[src/rtl/mps_sfp_pkg.sv]
// rtl/mps_sfp_pkg.sv - shared state encodings and default widths for the Aurora frame bridge
package mps_sfp_pkg;

    localparam int DEF_TDATA_WIDTH     = 64;
    localparam int DEF_NUMBER_OF_FRAME = 2;
    localparam int DEF_RX_TIMEOUT      = 1024;

    typedef enum logic {
        TX_IDLE = 1'b0,
        TX_SEND = 1'b1
    } tx_state_e;

    typedef enum logic {
        RX_COLLECT = 1'b0,
        RX_DISCARD = 1'b1
    } rx_state_e;

    function automatic int idx_width(input int n);
        return (n > 1) ? $clog2(n) : 1;
    endfunction

endpackage

[src/rtl/aurora_frame_rx.sv]
// rtl/aurora_frame_rx.sv - Aurora RX word collector with frame validation and inter-word timeout
module aurora_frame_rx
    import mps_sfp_pkg::*;
#(
    parameter int W       = DEF_TDATA_WIDTH,
    parameter int N       = DEF_NUMBER_OF_FRAME,
    parameter int F       = W * N,
    parameter int TIMEOUT = DEF_RX_TIMEOUT
) (
    input  logic         i_clk,
    input  logic         i_rst,
    input  logic [W-1:0] s_axis_tdata,
    input  logic         s_axis_tvalid,
    input  logic         s_axis_tlast,
    input  logic         i_channel_up,
    output logic [F-1:0] o_stream_data,
    output logic         o_rx_end_flag,
    output logic         o_rx_err,
    output logic [15:0]  o_rx_frame_cnt
);

    localparam int IW = idx_width(N);
    localparam int TW = $clog2(TIMEOUT + 1);
    localparam logic [IW-1:0] LAST_IDX = IW'(N - 1);
    localparam logic [IW-1:0] ONE_IDX  = IW'(1);
    localparam logic [TW-1:0] TMO_LAST = TW'(TIMEOUT - 1);
    localparam logic [TW-1:0] ONE_TMO  = TW'(1);

    rx_state_e     state_q, state_d;
    logic [IW-1:0] idx_q, idx_d;
    logic [TW-1:0] tmo_q, tmo_d;
    logic [F-1:0]  shadow_q, shadow_d;
    logic [F-1:0]  data_q, data_d;
    logic          end_q, end_d;
    logic          err_q, err_d;
    logic [15:0]   cnt_q, cnt_d;

    always_comb begin
        state_d  = state_q;
        idx_d    = idx_q;
        tmo_d    = tmo_q;
        shadow_d = shadow_q;
        data_d   = data_q;
        end_d    = 1'b0;
        err_d    = 1'b0;
        cnt_d    = cnt_q;
        if (!i_channel_up) begin
            state_d = RX_COLLECT;
            idx_d   = '0;
            tmo_d   = '0;
        end else if (s_axis_tvalid) begin
            tmo_d = '0;
            if (state_q == RX_DISCARD) begin
                if (s_axis_tlast) state_d = RX_COLLECT;
            end else begin
                shadow_d[int'(idx_q)*W +: W] = s_axis_tdata;
                if (s_axis_tlast) begin
                    idx_d = '0;
                    if (idx_q == LAST_IDX) begin
                        data_d = shadow_d;
                        end_d  = 1'b1;
                        cnt_d  = cnt_q + 16'd1;
                    end else begin
                        err_d = 1'b1;
                    end
                end else if (idx_q == LAST_IDX) begin
                    // Overlong frame: drop the rest up to its tlast word.
                    err_d   = 1'b1;
                    idx_d   = '0;
                    state_d = RX_DISCARD;
                end else begin
                    idx_d = idx_q + ONE_IDX;
                end
            end
        end else if (idx_q != '0) begin
            if (tmo_q == TMO_LAST) begin
                err_d = 1'b1;
                idx_d = '0;
                tmo_d = '0;
            end else begin
                tmo_d = tmo_q + ONE_TMO;
            end
        end
    end

    always_ff @(posedge i_clk or posedge i_rst) begin
        if (i_rst) begin
            state_q  <= RX_COLLECT;
            idx_q    <= '0;
            tmo_q    <= '0;
            shadow_q <= '0;
            data_q   <= '0;
            end_q    <= 1'b0;
            err_q    <= 1'b0;
            cnt_q    <= '0;
        end else begin
            state_q  <= state_d;
            idx_q    <= idx_d;
            tmo_q    <= tmo_d;
            shadow_q <= shadow_d;
            data_q   <= data_d;
            end_q    <= end_d;
            err_q    <= err_d;
            cnt_q    <= cnt_d;
        end
    end

    assign o_stream_data  = data_q;
    assign o_rx_end_flag  = end_q;
    assign o_rx_err       = err_q;
    assign o_rx_frame_cnt = cnt_q;

endmodule

[src/rtl/aurora_frame_bridge.sv]
// rtl/aurora_frame_bridge.sv - frame <-> Aurora AXI-Stream bridge: TX serializer FSM plus RX collector
module aurora_frame_bridge
    import mps_sfp_pkg::*;
#(
    parameter int C_AXIS_TDATA_WIDTH = DEF_TDATA_WIDTH,
    parameter int C_NUMBER_OF_FRAME  = DEF_NUMBER_OF_FRAME,
    parameter int C_DATA_FRAME_BIT   = C_AXIS_TDATA_WIDTH * C_NUMBER_OF_FRAME,
    parameter int C_RX_TIMEOUT       = DEF_RX_TIMEOUT
) (
    input  logic                          i_clk,
    input  logic                          i_rst,
    input  logic [C_DATA_FRAME_BIT-1:0]   i_stream_data,
    input  logic                          i_tx_start_flag,
    output logic [C_DATA_FRAME_BIT-1:0]   o_stream_data,
    output logic                          o_rx_end_flag,
    output logic [C_AXIS_TDATA_WIDTH-1:0] m_axis_tdata,
    output logic                          m_axis_tvalid,
    output logic                          m_axis_tlast,
    input  logic                          m_axis_tready,
    input  logic [C_AXIS_TDATA_WIDTH-1:0] s_axis_tdata,
    input  logic                          s_axis_tvalid,
    input  logic                          s_axis_tlast,
    input  logic                          i_channel_up,
    output logic                          o_tx_busy,
    output logic                          o_tx_drop,
    output logic                          o_rx_err,
    output logic [15:0]                   o_rx_frame_cnt
);

    localparam int W  = C_AXIS_TDATA_WIDTH;
    localparam int IW = idx_width(C_NUMBER_OF_FRAME);
    localparam logic [IW-1:0] LAST_IDX = IW'(C_NUMBER_OF_FRAME - 1);
    localparam logic [IW-1:0] ONE_IDX  = IW'(1);

    tx_state_e                   state_q, state_d;
    logic [C_DATA_FRAME_BIT-1:0] frame_q, frame_d;
    logic [IW-1:0]               idx_q, idx_d;
    logic [W-1:0]                tdata_q, tdata_d;
    logic                        tvalid_q, tvalid_d;
    logic                        tlast_q, tlast_d;
    logic                        drop_q, drop_d;
    logic                        start_prev_q, start_prev_d;
    logic                        start_rise;

    assign start_rise = i_tx_start_flag & ~start_prev_q;

    always_comb begin
        state_d      = state_q;
        frame_d      = frame_q;
        idx_d        = idx_q;
        tdata_d      = tdata_q;
        tvalid_d     = tvalid_q;
        tlast_d      = tlast_q;
        drop_d       = 1'b0;
        start_prev_d = i_tx_start_flag;
        if (state_q == TX_IDLE) begin
            if (start_rise) begin
                if (i_channel_up) begin
                    state_d  = TX_SEND;
                    frame_d  = i_stream_data;
                    idx_d    = '0;
                    tvalid_d = 1'b1;
                    tdata_d  = i_stream_data[W-1:0];
                    tlast_d  = (C_NUMBER_OF_FRAME == 1);
                end else begin
                    drop_d = 1'b1;
                end
            end
        end else begin
            drop_d = start_rise;
            if (!i_channel_up) begin
                state_d  = TX_IDLE;
                tvalid_d = 1'b0;
                tlast_d  = 1'b0;
                drop_d   = 1'b1;
            end else if (m_axis_tready) begin
                if (idx_q == LAST_IDX) begin
                    state_d  = TX_IDLE;
                    tvalid_d = 1'b0;
                    tlast_d  = 1'b0;
                end else begin
                    idx_d   = idx_q + ONE_IDX;
                    tdata_d = frame_q[int'(idx_d)*W +: W];
                    tlast_d = (idx_d == LAST_IDX);
                end
            end
        end
    end

    // Edge register resets high so a flag held through reset is not seen as a request.
    always_ff @(posedge i_clk or posedge i_rst) begin
        if (i_rst) begin
            state_q      <= TX_IDLE;
            frame_q      <= '0;
            idx_q        <= '0;
            tdata_q      <= '0;
            tvalid_q     <= 1'b0;
            tlast_q      <= 1'b0;
            drop_q       <= 1'b0;
            start_prev_q <= 1'b1;
        end else begin
            state_q      <= state_d;
            frame_q      <= frame_d;
            idx_q        <= idx_d;
            tdata_q      <= tdata_d;
            tvalid_q     <= tvalid_d;
            tlast_q      <= tlast_d;
            drop_q       <= drop_d;
            start_prev_q <= start_prev_d;
        end
    end

    assign m_axis_tdata  = tdata_q;
    assign m_axis_tvalid = tvalid_q;
    assign m_axis_tlast  = tlast_q;
    assign o_tx_busy     = (state_q == TX_SEND);
    assign o_tx_drop     = drop_q;

    aurora_frame_rx #(
        .W       (C_AXIS_TDATA_WIDTH),
        .N       (C_NUMBER_OF_FRAME),
        .F       (C_DATA_FRAME_BIT),
        .TIMEOUT (C_RX_TIMEOUT)
    ) u_rx (
        .i_clk          (i_clk),
        .i_rst          (i_rst),
        .s_axis_tdata   (s_axis_tdata),
        .s_axis_tvalid  (s_axis_tvalid),
        .s_axis_tlast   (s_axis_tlast),
        .i_channel_up   (i_channel_up),
        .o_stream_data  (o_stream_data),
        .o_rx_end_flag  (o_rx_end_flag),
        .o_rx_err       (o_rx_err),
        .o_rx_frame_cnt (o_rx_frame_cnt)
    );

endmodule

[config.mk]
export PLATFORM = sky130hd
export DESIGN_NAME = aurora_frame_bridge
export DESIGN_NICKNAME = d
export VERILOG_FILES = /design/src/rtl/mps_sfp_pkg.sv /design/src/rtl/aurora_frame_rx.sv /design/src/rtl/aurora_frame_bridge.sv
export SDC_FILE = /design/constraint.sdc
export NUM_CORES = 1
export LEC_CHECK = 0
export ABC_AREA = 1
export CAP_MARGIN = 20
export CORE_ASPECT_RATIO = 0.6
export CORE_MARGIN = 2
export CORE_UTILIZATION = 40
export CTS_CLUSTER_SIZE = 28
export DETAILED_ROUTE_END_ITERATION = 12
export PLACE_DENSITY = 0.77
export SLEW_MARGIN = 20
export SYNTH_ARGS = -nofsm -noshare
export SYNTH_HDL_FRONTEND = slang
export SYNTH_HIERARCHICAL = 1
export SYNTH_SLANG_ARGS = --single-unit
[constraint.sdc]
create_clock -name i_clk -period 8.27 [get_ports i_clk]
set_input_delay 1.654 -clock i_clk [delete_from_list [all_inputs] [get_ports i_clk]]
set_output_delay 1.654 -clock i_clk [all_outputs]
set_load 0.02 [all_outputs]
==> impl_metrics.json <==
{
  "remaining_drc_errors": 0,
  "status": "complete, no violations",
  "postSynthAreaPerCell_sq_um": 8.18,
  "grt_use_met2": 0.341,
  "utilization": 0.528,
  "clock_skew_ns": 0.0308,
  "syn_to_final_growth_pct": 30.2,
  "core_region_area_sq_um": 47900,
  "cp.arrival_ns": 5.25,
  "gp_congestion": 0.845,
  "syn_inst": 2370,
  "dp_hpwl_um": 36100,
  "path_class": "input pin to flop",
  "ctsResizeCount": 0,
  "synth_top_family_by_area": "simple AND/OR/NAND/NOR gates",
  "grtUsageTotal": 0.219,
  "cts_tree": "yes",
  "initial_core_util": 0.405,
  "power.leakage_nw": 12.5,
  "cts_hold_buf": 0,
  "cts_root_buf": "clkbuf_16",
  "die_x_um": 288,
  "setup_viol": 0,
  "grt_pass1_vias": 16400,
  "synthXorXnorAreaFrac": 0.00497,
  "rsz0062_at_grt": "no",
  "ant_nets": 0,
  "cts_sinks": 448,
  "htreeDepth": 2,
  "vias_per_cell": 5.00,
  "overflow": 0,
  "gr-max-usage-layer": "met2",
  "worst_slew_pin_slew_ns": 1.09,
  "grtUsageMet1": 0.306,
  "insertion_delay_ns": 0.56,
  "numCtsBuffers": 43,
  "critPathMaxFanout": 85,
  "clkTransAtPathRegs_ns": 0.06,
  "cts_buffer_depth": 3,
  "reg2reg_setup_slack_ns": 4.94,
  "wl_um": 55600,
  "fin_crit_ns": 4.77,
  "die_area_sq_um": 50300,
  "max-cap-violations": 0,
  "powerDensity_nw_per_um2": 263,
  "yosysSeqAreaShare": 0.578,
  "post_cts_buffers": 0,
  "final_max_slew_viol_count": 0,
  "rows": 62,
  "nFillCells": 4272,
  "post_drt_wl_per_cell_um": 16.4,
  "synthSimpleGateAreaFrac": 0.295,
  "hold_class": "flop to flop",
  "max_freq_mhz": 210,
  "drt_iter0_drc": 1467,
  "grtUsageMet3": 0.0388,
  "synth_fa_ha_area_frac": 0.00323,
  "synth-seq-cells": 448,
  "worst_setup_path_start_kind": "input pin",
  "vias": 16900,
  "die_height_um": 175,
  "finalCritPeriodShare": 0.577,
  "syn-cell-area_sq_um": 19400,
  "nNetsFinal": 2909,
  "synth_compound_area_frac": 0.0511,
  "dr.pass1.iters": 6,
  "tns_ns": 0,
  "synth_mux_area_frac": 0.00697,
  "num_io_pins": 413,
  "grt_max_degree": 169,
  "end_kind": "flop",
  "drive_gt1_frac": 0.0424,
  "hold_viol": 0,
  "slew_headroom": 0.275,
  "ir_drop_v": 0.000144,
  "synthesis.nets": 2574,
  "grt_pass1_wl_um": 89000,
  "antenna_found_initial": 2,
  "required_ns": 8.74,
  "ys_types": 34,
  "portBuffers": 412,
  "ys_warn_count": 6
}
[registers in the layout, summed over array words and instances, names as in the netlist, 11 cells and up]
register             count
u_rx/shadow_q           97
m_axis_tdata            64
u_rx/o_stream_data     128
u_rx/o_rx_frame_cnt     16
u_rx/tmo_q              11
frame_q                122
[layout by cell type (no fill, tap or decap), types with 7 or more instances in the layout]
| master | n |
|---|---|
| dfrtp_1 | 446 |
| clkbuf_16 | 44 |
| clkdlybuf4s50_1 | 412 |
| clkinv_2 | 10 |
| clkbuf_8 | 8 |
| nand2_1 | 1186 |
| xor2_1 | 8 |
| inv_1 | 120 |
| nor2_1 | 41 |
| o21ai_0 | 186 |
| a21oi_1 | 8 |
| buf_4 | 9 |
| nand3_1 | 189 |
| clkbuf_1 | 7 |
| mux2_2 | 12 |
[synthesized netlist by cell type]
master       n  area (sq um)
inv_4        1          6.26
nand2_1   1187          4460
xnor2_1      3          26.3
nand3_1    189           946
nor2_2       1          6.26
inv_1      122           458
dfrtp_1    447         11200
nand2_4      1          11.3
a21oi_1      8          40.0
o211ai_1     1          7.51
inv_8        1          11.3
buf_2       76           380
nor2_1      41           154
o21ai_0    186           931
mux2_2      12           135
nand3b_1     2          15.0
clkinv_4     1          8.76
nor2_8       2          40.0
buf_4        5          37.5
nand4_1      3          18.8
nor3_1       2          10.0
o21ai_1      1          5.00
clkbuf_1    35           131
clkinv_1     1          3.75
buf_1        7          26.3
xor2_1       8          70.1
ha_1         5          62.6
nand2_2      4          25.0
nor2_4       1          11.3
buf_6       10           113
inv_2        3          11.3
nand3_2      2          20.0
dfstp_2      1          26.3
o21bai_1     1          7.51
[metrics by stage]
stage	setup WS, ns	hold WS, ns	instances	instance area (sq um)	power (W)
after global routing	3.13	0.488	3379	25200	0.00697
after detailed placement	2.94	0.459	3300	23800	0.00459
after floorplan	1.39	0.436	2370	19400	0.00375
final	3.50	0.470	3379	25200	0.00663
after global placement	3.04	0.445	3300	23800	0.00453
after CTS	3.51	0.474	3378	25200	0.00669
[area by class of cell]
class                   instances  area, sq um  share of cell area
clock inverters                19          244             0.00966
inverters                     129          512              0.0203
well taps                     640          801              0.0317
repair buffers                423         4220               0.167
flip-flops and latches        448        11200               0.444
diodes                          1         2.50           0.0000991
clock buffers                  59         1240              0.0490
multi-input cells            1660         7020               0.278
[where the power goes]
group | leakage [nW] | switching, W | internal (W) | total (W)
Clock | 0.730 | 0.000863 | 0.00121 | 0.00207
Combinational | 6.04 | 0.000948 | 0.000725 | 0.00167
Sequential | 5.69 | 0.000251 | 0.00264 | 0.00289
[per-layer routing]
| metal | routed length (um) | vias to the layer above |
|---|---|---|
| met3 | 3270 | 126 |
| met4 | 2340 | 2 |
| met1 | 24500 | 8183 |
| met5 | 13 | - |
| met2 | 25500 | 542 |
| li1 | - | 8029 |
[worst paths after layout]
path | from | end | depth (start not counted)
setup / recovery | i_channel_up | u_rx/o_stream_data[49] | 8
hold / removal | u_rx/shadow_q[58] | u_rx/o_stream_data[58] | 2
setup reg to reg | u_rx/state_q | u_rx/o_stream_data[49] | 6
hold reg to reg | u_rx/shadow_q[58] | u_rx/o_stream_data[58] | 2
max in group asynchronous | i_rst | frame_q[125] | 3
min in group asynchronous | i_rst | u_rx/tmo_q[1] | 2
[worst max-delay path, stage by stage]
cell	delay, ns
clkdlybuf4s50_1	0.59
nand2_1	0.17
nor2_4	0.20
nand3_4	0.66
inv_2	1.02
buf_4	0.63
nand2_1	0.15
nand2_1	0.09
[kinds of logic (layout without fill, tap and decap cells)]
kind of cell / Yosys count / count (layout)
xor gates and xnor gates: 11 / 11
other: 0 / 1
buffers and inverters: 262 / 630
adders and majority gates: 5 / 5
and+or+nand+nor: 1435 / 1435
DFF: 448 / 448
AOI/OAI and AO/OA: 197 / 197
muxes: 12 / 12
Power figures use the tool's default switching activity.
